### src/rtl/gdp_host_pkg.sv
// Shared types and defaults for the GDP initiator (gdp_host).
// Latency: n/a (declarations only).
// Backpressure: n/a.
package gdp_host_pkg;

    localparam int DEF_WIDTH          = 8;
    localparam int DEF_TIMEOUT        = 64;
    localparam int DEF_RESTART_CYCLES = 2;

    // Host sequencing states, 3-bit encoding
    typedef enum logic [2:0] {
        IDLE   = 3'd0,
        START  = 3'd1,
        WAIT   = 3'd2,
        CLEAN  = 3'd3,
        RESULT = 3'd4
    } state_t;

    // Bits needed to hold 0..max_count; never narrower than one bit
    function automatic int unsigned cnt_width(input int unsigned max_count);
        return (max_count < 2) ? 1 : $clog2(max_count + 1);
    endfunction

endpackage

### src/rtl/gdp_host_wdog.sv
// Clearable saturating cycle counter with terminal-count flag.
// Latency: tc_o is registered state; clear/enable act on the next edge.
// Backpressure: none; the counter simply holds at MAX_COUNT.
module gdp_host_wdog
    import gdp_host_pkg::*;
#(
    parameter int unsigned MAX_COUNT = 63
) (
    input  logic clock,
    input  logic reset,
    input  logic clr_i,
    input  logic en_i,
    output logic tc_o
);

    localparam int unsigned   CW     = cnt_width(MAX_COUNT);
    localparam logic [CW-1:0] TC_VAL = CW'(MAX_COUNT);

    logic [CW-1:0] count_q;
    logic [CW-1:0] count_d;

    // Clear has priority; counting stops at the terminal value so it never wraps
    always_comb begin
        count_d = count_q;
        if (clr_i) begin
            count_d = '0;
        end else if (en_i && (count_q != TC_VAL)) begin
            count_d = count_q + CW'(1);
        end
    end

    // Counter register, cleared asynchronously
    always_ff @(posedge clock or posedge reset) begin
        if (reset) begin
            count_q <= '0;
        end else begin
            count_q <= count_d;
        end
    end

    assign tc_o = (count_q == TC_VAL);

endmodule

### src/rtl/gdp_host.sv
// Initiator for the count-ones GDP: operand in, start/done/restart handshake, {operand,count} out.
// Latency: op accept -> gdp_start 1 cycle; gdp_done -> res_valid RESTART_CYCLES+1 cycles.
// Backpressure: op_ready only in IDLE; result held until res_ready. Optional GDP_HOST_CHECK_EN adds res_mismatch.
module gdp_host
    import gdp_host_pkg::*;
#(
    parameter int WIDTH          = DEF_WIDTH,
    parameter int TIMEOUT        = DEF_TIMEOUT,
    parameter int RESTART_CYCLES = DEF_RESTART_CYCLES
) (
    input  logic             clock,
    input  logic             reset,
    input  logic             op_valid,
    output logic             op_ready,
    input  logic [WIDTH-1:0] op_data,
    output logic [WIDTH-1:0] gdp_n_in,
    output logic             gdp_start,
    output logic             gdp_restart,
    input  logic [WIDTH-1:0] gdp_run_sum,
    input  logic             gdp_done,
    output logic             res_valid,
    input  logic             res_ready,
    output logic [WIDTH-1:0] res_n,
    output logic [WIDTH-1:0] res_sum,
    output logic             res_err,
    output logic             busy
`ifdef GDP_HOST_CHECK_EN
    ,
    output logic             res_mismatch
`endif
);

    state_t           state_q;
    logic [WIDTH-1:0] n_q;
    logic [WIDTH-1:0] sum_q;
    logic             err_q;
    logic             start_q;
    logic             restart_q;
    logic             res_valid_q;
    logic             op_ready_q;
    logic             busy_q;

    logic             wait_tc;
    logic             clean_tc;

    // Timer is held at zero through IDLE so it reads 0 during START and
    // counts from there; the abort fires TIMEOUT cycles after gdp_start.
    gdp_host_wdog #(
        .MAX_COUNT (TIMEOUT - 1)
    ) u_wait_wdog (
        .clock (clock),
        .reset (reset),
        .clr_i (state_q == IDLE),
        .en_i  ((state_q == START) || (state_q == WAIT)),
        .tc_o  (wait_tc)
    );

    // Same counter type measures how long restart has been held in CLEAN
    gdp_host_wdog #(
        .MAX_COUNT (RESTART_CYCLES - 1)
    ) u_clean_wdog (
        .clock (clock),
        .reset (reset),
        .clr_i (state_q != CLEAN),
        .en_i  (state_q == CLEAN),
        .tc_o  (clean_tc)
    );

`ifdef GDP_HOST_CHECK_EN
    logic [WIDTH-1:0] ones_cnt;
    logic             mismatch_q;

    // Independent population count of the latched operand for the capture cross-check
    always_comb begin
        ones_cnt = '0;
        for (int i = 0; i < WIDTH; i++) begin
            ones_cnt = ones_cnt + WIDTH'(n_q[i]);
        end
    end
`endif

    // Sequencer: every handshake output is a register updated with the state
    always_ff @(posedge clock or posedge reset) begin
        if (reset) begin
            state_q     <= IDLE;
            n_q         <= '0;
            sum_q       <= '0;
            err_q       <= 1'b0;
            start_q     <= 1'b0;
            restart_q   <= 1'b0;
            res_valid_q <= 1'b0;
            op_ready_q  <= 1'b0;
            busy_q      <= 1'b0;
`ifdef GDP_HOST_CHECK_EN
            mismatch_q  <= 1'b0;
`endif
        end else begin
            case (state_q)
                IDLE: begin
                    op_ready_q <= 1'b1;
                    if (op_valid && op_ready_q) begin
                        n_q        <= op_data;
                        op_ready_q <= 1'b0;
                        start_q    <= 1'b1;
                        busy_q     <= 1'b1;
                        state_q    <= START;
                    end
                end
                START: begin
                    start_q <= 1'b0;
                    state_q <= WAIT;
                end
                WAIT: begin
                    // A done seen on the timeout cycle still counts as a normal finish
                    if (gdp_done) begin
                        sum_q     <= gdp_run_sum;
                        err_q     <= 1'b0;
                        restart_q <= 1'b1;
                        state_q   <= CLEAN;
`ifdef GDP_HOST_CHECK_EN
                        mismatch_q <= (ones_cnt != gdp_run_sum);
`endif
                    end else if (wait_tc) begin
                        sum_q     <= '0;
                        err_q     <= 1'b1;
                        restart_q <= 1'b1;
                        state_q   <= CLEAN;
`ifdef GDP_HOST_CHECK_EN
                        mismatch_q <= 1'b0;
`endif
                    end
                end
                CLEAN: begin
                    if (clean_tc) begin
                        restart_q   <= 1'b0;
                        res_valid_q <= 1'b1;
                        state_q     <= RESULT;
                    end
                end
                RESULT: begin
                    if (res_ready) begin
                        res_valid_q <= 1'b0;
                        op_ready_q  <= 1'b1;
                        busy_q      <= 1'b0;
                        state_q     <= IDLE;
`ifdef GDP_HOST_CHECK_EN
                        mismatch_q  <= 1'b0;
`endif
                    end
                end
                default: begin
                    start_q     <= 1'b0;
                    restart_q   <= 1'b0;
                    res_valid_q <= 1'b0;
                    op_ready_q  <= 1'b0;
                    busy_q      <= 1'b0;
                    state_q     <= IDLE;
                end
            endcase
        end
    end

    // Operand register feeds the GDP directly, so n_in is stable START..CLEAN
    assign gdp_n_in    = n_q;
    assign gdp_start   = start_q;
    assign gdp_restart = restart_q;
    assign op_ready    = op_ready_q;
    assign busy        = busy_q;
    assign res_valid   = res_valid_q;
    assign res_n       = n_q;
    assign res_sum     = sum_q;
    assign res_err     = err_q;
`ifdef GDP_HOST_CHECK_EN
    assign res_mismatch = mismatch_q;
`endif

endmodule

### config.mk
export PLATFORM = sky130hd
export DESIGN_NAME = gdp_host
export DESIGN_NICKNAME = d
export VERILOG_FILES = /design/src/rtl/gdp_host_pkg.sv /design/src/rtl/gdp_host_wdog.sv /design/src/rtl/gdp_host.sv
export SDC_FILE = /design/constraint.sdc
export NUM_CORES = 1
export LEC_CHECK = 0
export BUFFER_PORTS_ARGS = -buffer_cell sky130_fd_sc_hd__buf_2
export CAP_MARGIN = 30
export CORE_UTILIZATION = 49
export DETAILED_ROUTE_END_ITERATION = 6
export MAX_ROUTING_LAYER = met4
export PLACE_DENSITY_LB_ADDON = 0.12
export SETUP_SLACK_MARGIN = 0.4
export SYNTH_ARGS = -nofsm -noshare
export SYNTH_HDL_FRONTEND = slang
export SYNTH_HIERARCHICAL = 1
export SYNTH_SLANG_ARGS = --single-unit
export TNS_END_PERCENT = 30
### constraint.sdc
create_clock -name clock -period 2.1 [get_ports clock]
set_input_delay 0.42 -clock clock [delete_from_list [all_inputs] [get_ports clock]]
set_output_delay 0.42 -clock clock [all_outputs]
set_load 0.005 [all_outputs]
Word level (Yosys, flattened, before mapping)
Cells that the tools add are included.
- bits of input ports: 21
- word-level logic and storage cells: 75
- register bits: 32
- output and inout port bits: 30
- reduce and logical (&&, ||, !) cells: 20
- muxes and demuxes: 26
- add/sub/neg operators: 2
- bitwise operators: 5
- equal/unequal tests: 11
- operators with widths (cell ; count):
    8-bit two-way mux ; 2
    3-bit two-way mux ; 5
    3-bit one-hot mux with 5 select lines ; 1
    6-bit two-way mux ; 2
    1-bit one-hot mux with 3 select lines ; 4
    3-bit OR reduction ; 4
    1-bit two-way mux ; 11
    3-bit AND reduction ; 3
    2-bit AND reduction ; 4
    6-bit by 1-bit adder with 6-bit output (second input constant) ; 1
    3-bit by 2-bit equality test with 1-bit output (second input constant) ; 2
    6-bit equality test (second input constant) ; 1
    2-bit inequality test (second input constant) ; 3
    3-bit by 2-bit inequality test with 1-bit output (second input constant) ; 2
    6-bit inequality test (second input constant) ; 1
    2-bit nonzero test ; 3
    1-bit NOT ; 5
    4-bit AND reduction ; 1
    3-bit by 1-bit equality test with 1-bit output (second input constant) ; 1
    3-bit equality test (second input constant) ; 1
    1-bit logical AND ; 3
    3-bit zero test ; 1
    1-bit one-hot mux with 2 select lines ; 1
    1-bit adder (second input constant) ; 1
    1-bit logical OR ; 1

Longest topological paths before layout
- depth in word-level cells: 5
- mapped depth: 8
- gate-level depth less buffers: 6

Modules after synthesis
Netlist, hierarchy kept.
- by module, submodules not included (module ; area an instance (um^2) ; times used ; cells an instance):
    gdp_host ; 1118.6 ; 1 ; 92
    gdp_host_wdog (u_wait_wdog) ; 372.9 ; 1 ; 41
    gdp_host_wdog (u_clean_wdog) ; 38.8 ; 1 ; 3

Worst setup path after synthesis
OpenSTA, ideal clock, no wires.
- path type: register to register
- from: register u_wait_wdog.count_q[0]
- to: register sum_q[0] (netlist: res_sum[0])
- required time: 1979 ps
- clock period less this slack: 1654 ps
- cell stages (with the launch flop): 8
- path buffers: 1
- setup time: 121 ps
- slack: 446 ps
- data arrival time: 1533 ps
- cells stage by stage: dfrtp_1 -> ha_1 -> nand3_1 -> inv_1 -> nor2_1 -> or3_1 -> buf_6 -> a22o_1
- word-level cells in the longest chain between the ends: 3
- RTL lines (element ; line ; RTL):
    start, declared ; gdp_host_wdog.sv:19 ; logic [CW-1:0] count_q;
    start signal, assigned ; gdp_host_wdog.sv:37 ; count_q <= count_d;
    6-bit equality test ; gdp_host_wdog.sv:41 ; assign tc_o = (count_q == TC_VAL);
    via wait_tc ; gdp_host.sv:43 ; logic wait_tc;
    2-bit nonzero test (no line) ; -- ;
    2-bit AND reduction (no line) ; -- ;
    end signal, assigned ; gdp_host.sv:116 ; sum_q <= gdp_run_sum;
    end, declared ; gdp_host.sv:35 ; logic [WIDTH-1:0] sum_q;
The timed path passes the listed nets, and every way through them passes these cells.
A chain may end at the register's enable or synchronous reset.

Worst setup path in the final report
- from: register u_wait_wdog.count_q[2]
- to: register sum_q[6] (netlist: res_sum[6])
The elaborated chain is that of the path after synthesis.

==> impl_metrics.csv <==
group,metric,value,unit
clocking,clockBufferDepth,2,
flow_run,max_cap_violations,0,
worst_setup_path,startpoint_type,"register",
worst_setup_path,critical_path_arrival,1.87,ns
logic_synthesis,synth_nets,158,
placement,detailed_place.area,1740,sq um
sta,slew_headroom,62.0,%
clocking,numCtsBuffers,5,
detailed_routing,vias,1226,
logic_synthesis,syn_area,1530,sq um
die,coreArea,2850,sq um
logic_synthesis,yosysWarnings,6,
sta,holdWs,0.292,ns
worst_setup_path,worstRegToRegCells,6,
min_path,hold_depth,2,
worst_setup_path,end_kind,"register",
final_layout,drive_above_1_share,45.2,%
worst_setup_path,required,2.33,ns
clocking,clkLatencyLatePin,0.34,ns
die,dieArea,3350,sq um
clocking,root_buffer,"clkbuf_4",
detailed_routing,dr.pass1.iters,7,
die,ioPinCount,51,
detailed_routing,via_per_inst,5.60,
pwr,power_density,1550,nW/um^2
detailed_routing,drt_iter0_markers,33,
clocking,tritoncts,"yes",
final_layout,stdcell_area,1910,sq um
final_layout,syn_to_final_growth,24.9,%
pwr,p_leak,0.955,nW
min_path,min_path_type,"primary input to register",
sta,worst_slew_pin_slew,0.568,ns
die,die_w,57.9,um
pwr,worst_ir_drop_vdd,0.000875,V
sta,rsz0062_at_grt,"yes",
detailed_routing,antenna_left,0,
worst_setup_path,critPathKind,"register to register",
global_route,overflow,0,
sta,period_minus_slack,1.64,ns
sta,finalMaxSlewViolations,0,
global_route,grt_pass1_vias,1133,
die,rows,19,
final_layout,final_core_util,67.0,%
global_route,grt_pass1_wl,5.04,mm
logic_synthesis,synth_top_area_share,52.3,%
clocking,clk_pin_slew_worst_paths,0.10,ns
worst_setup_path,critPathMaxFanout,5,
logic_synthesis,ys_types,39,
final_layout,finalNetCount,209,
global_route,gr-usage-all-layers,20.7,%
sta,skew,0.0100,ns
logic_synthesis,synthCells,136,
logic_synthesis,syn_avg_cell_area,11.3,sq um
placement,gp_congestion,0.945,
detailed_routing,wirelength,3.14,mm
sta,setup_tns,0,ns
die,start_util,53.6,%
placement,port_buffers,50,
sta,hold_violations,0,
global_route,grt_max_degree,15,
logic_synthesis,yosys_register_bits,32,
status,violations,"DRC",
logic_synthesis,synth.area.top_cells,"dfrtp_1 52%, a22o_1 5.2%, mux2_2 5.2%",
logic_synthesis,synth_top_cell_by_area,"dfrtp_1",
final_layout,nFillCells,242,
clocking,clock_sinks,32,
sta,finalSetupViolations,0,
placement,dp_hpwl,2.19,mm
die,die_h,57.9,um
sta,max_freq,610,MHz
sta,period_share,78.1,%
pwr,power,2.96,mW
status,outcome,"complete, but fails checks",
detailed_routing,wl_per_cell,14.3,um
clocking,htreeDepth,2,
final_layout,diodes,0,
global_route,antenna_found_initial,0,
logic_synthesis,seq_area_frac_synth,52.3,%
detailed_routing,drc,6,
report_power, final:
| group | internal (mW) | switching (mW) |
|---|---|---|
| logic | 0.694 | 0.622 |
| clock network | 0.316 | 0.211 |
| registers | 0.901 | 0.216 |
path summary, 6_finish.rpt:
path | startpoint | end | slack (ns)
min | gdp_run_sum[4] | res_sum[4]$_DFFE_PP0P_ | 0.29
max | u_wait_wdog/count_q[2]$_DFFE_PP0P_ | res_sum[6]$_DFFE_PP0P_ | 0.46
max reg2reg | u_wait_wdog/count_q[2]$_DFFE_PP0P_ | res_sum[6]$_DFFE_PP0P_ | 0.46
min reg2reg | busy$_DFFE_PP0P_ | busy$_DFFE_PP0P_ | 0.48
min in group asynchronous | reset | u_clean_wdog/tc_o$_DFFE_PP0P_ | 0.48
max in group asynchronous | reset | res_sum[2]$_DFFE_PP0P_ | 0.88
sequential cells by signal, indices dropped and copies added, names as in the netlist:
name and cells:
gdp_n_in 8, res_sum 8, u_wait_wdog/count_q 6, state_q 3, busy 1, gdp_restart 1
gdp_start 1, op_ready 1, res_err 1, res_valid 1, u_clean_wdog/tc_o 1
critical path, cell delays in order, from the launching register on:
cell,delay [ns]
dfrtp_1,0.44
and3_4,0.23
nand3_2,0.09
inv_2,0.06
nor2_1,0.06
or3_4,0.41
a22o_1,0.24
synthesized netlist by cell type (all sizes together):
cell	instances
or3	1
nand2	7
o21ai	4
a31oi	4
buf	13
o22ai	1
a22o	9
a41oi	2
nor2b	3
o2bb2ai	1
xnor2	1
o21bai	1
nand3	7
nand3b	1
a211oi	3
a21oi	5
or2	1
a21o	1
or4b	2
inv	6
nor3	4
mux2	8
and3	2
clkbuf	2
o21ba	1
nor3b	3
dfrtp	32
nor2	7
ha	1
and4	1
nand2b	2
layer usage:
metal	GRT usage (%)	vias to the layer above	part of all wire [%]
li1	-	586	-
met1	25.0	584	44
met2	31.2	47	47
met3	6.03	9	6.6
met4	11.2	0	2.4
met5	-	-	0
stage by stage:
stage | std cells | worst slack (ns)
2_1_floorplan | 136 | 0.446
3_3_place_gp | 206 | 0.335
3_5_place_dp | 206 | 0.239
4_1_cts | 216 | 0.412
5_1_grt | 219 | 0.374
6_report | 219 | 0.460
layout by cell type (no fill, tap or decap), drive strengths merged, types with 3 or more instances in the layout:
master,n
clkbuf,7
inv,6
nand3,7
nor2,7
nor3b,3
o21ai,4
dfrtp,32
nor2b,3
a22o,9
mux2,8
buf,57
nand2,7
a21oi,5
nor3,4
a31oi,4
a211oi,3
timing repair:
action | in CTS | in global routing
pin swaps | 0 | 6
gates cloned | 0 | 1
endpoints found under the hold margin | 6 | 0
buffers inserted | 1 | 2
gates resized for setup | 3 | 6
hold buffers | 1 | 0
setup endpoints to repair | 11 | 14
area by class of cell:
type	count	area, sq um	area share, %
clock buffers	7	65.1	3.40
multi-input cells	84	641	33.5
flip-flops and latches	32	802	42.0
inverters	6	22.5	1.18
well taps	31	38.8	2.03
repair buffers	58	313	16.4
clock inverters	1	30.0	1.57
cell families after synthesis:
group                    synth area share, %
XOR/XNOR                               0.572
buffers and inverters                   8.50
flip-flops                              52.3
AO/OA/AOI/OAI                           15.0
AND/OR/NAND/NOR                         16.9
multiplexers                            5.89
adder cells (fa/ha/maj)                0.818
Power figures use the tool's default switching activity.
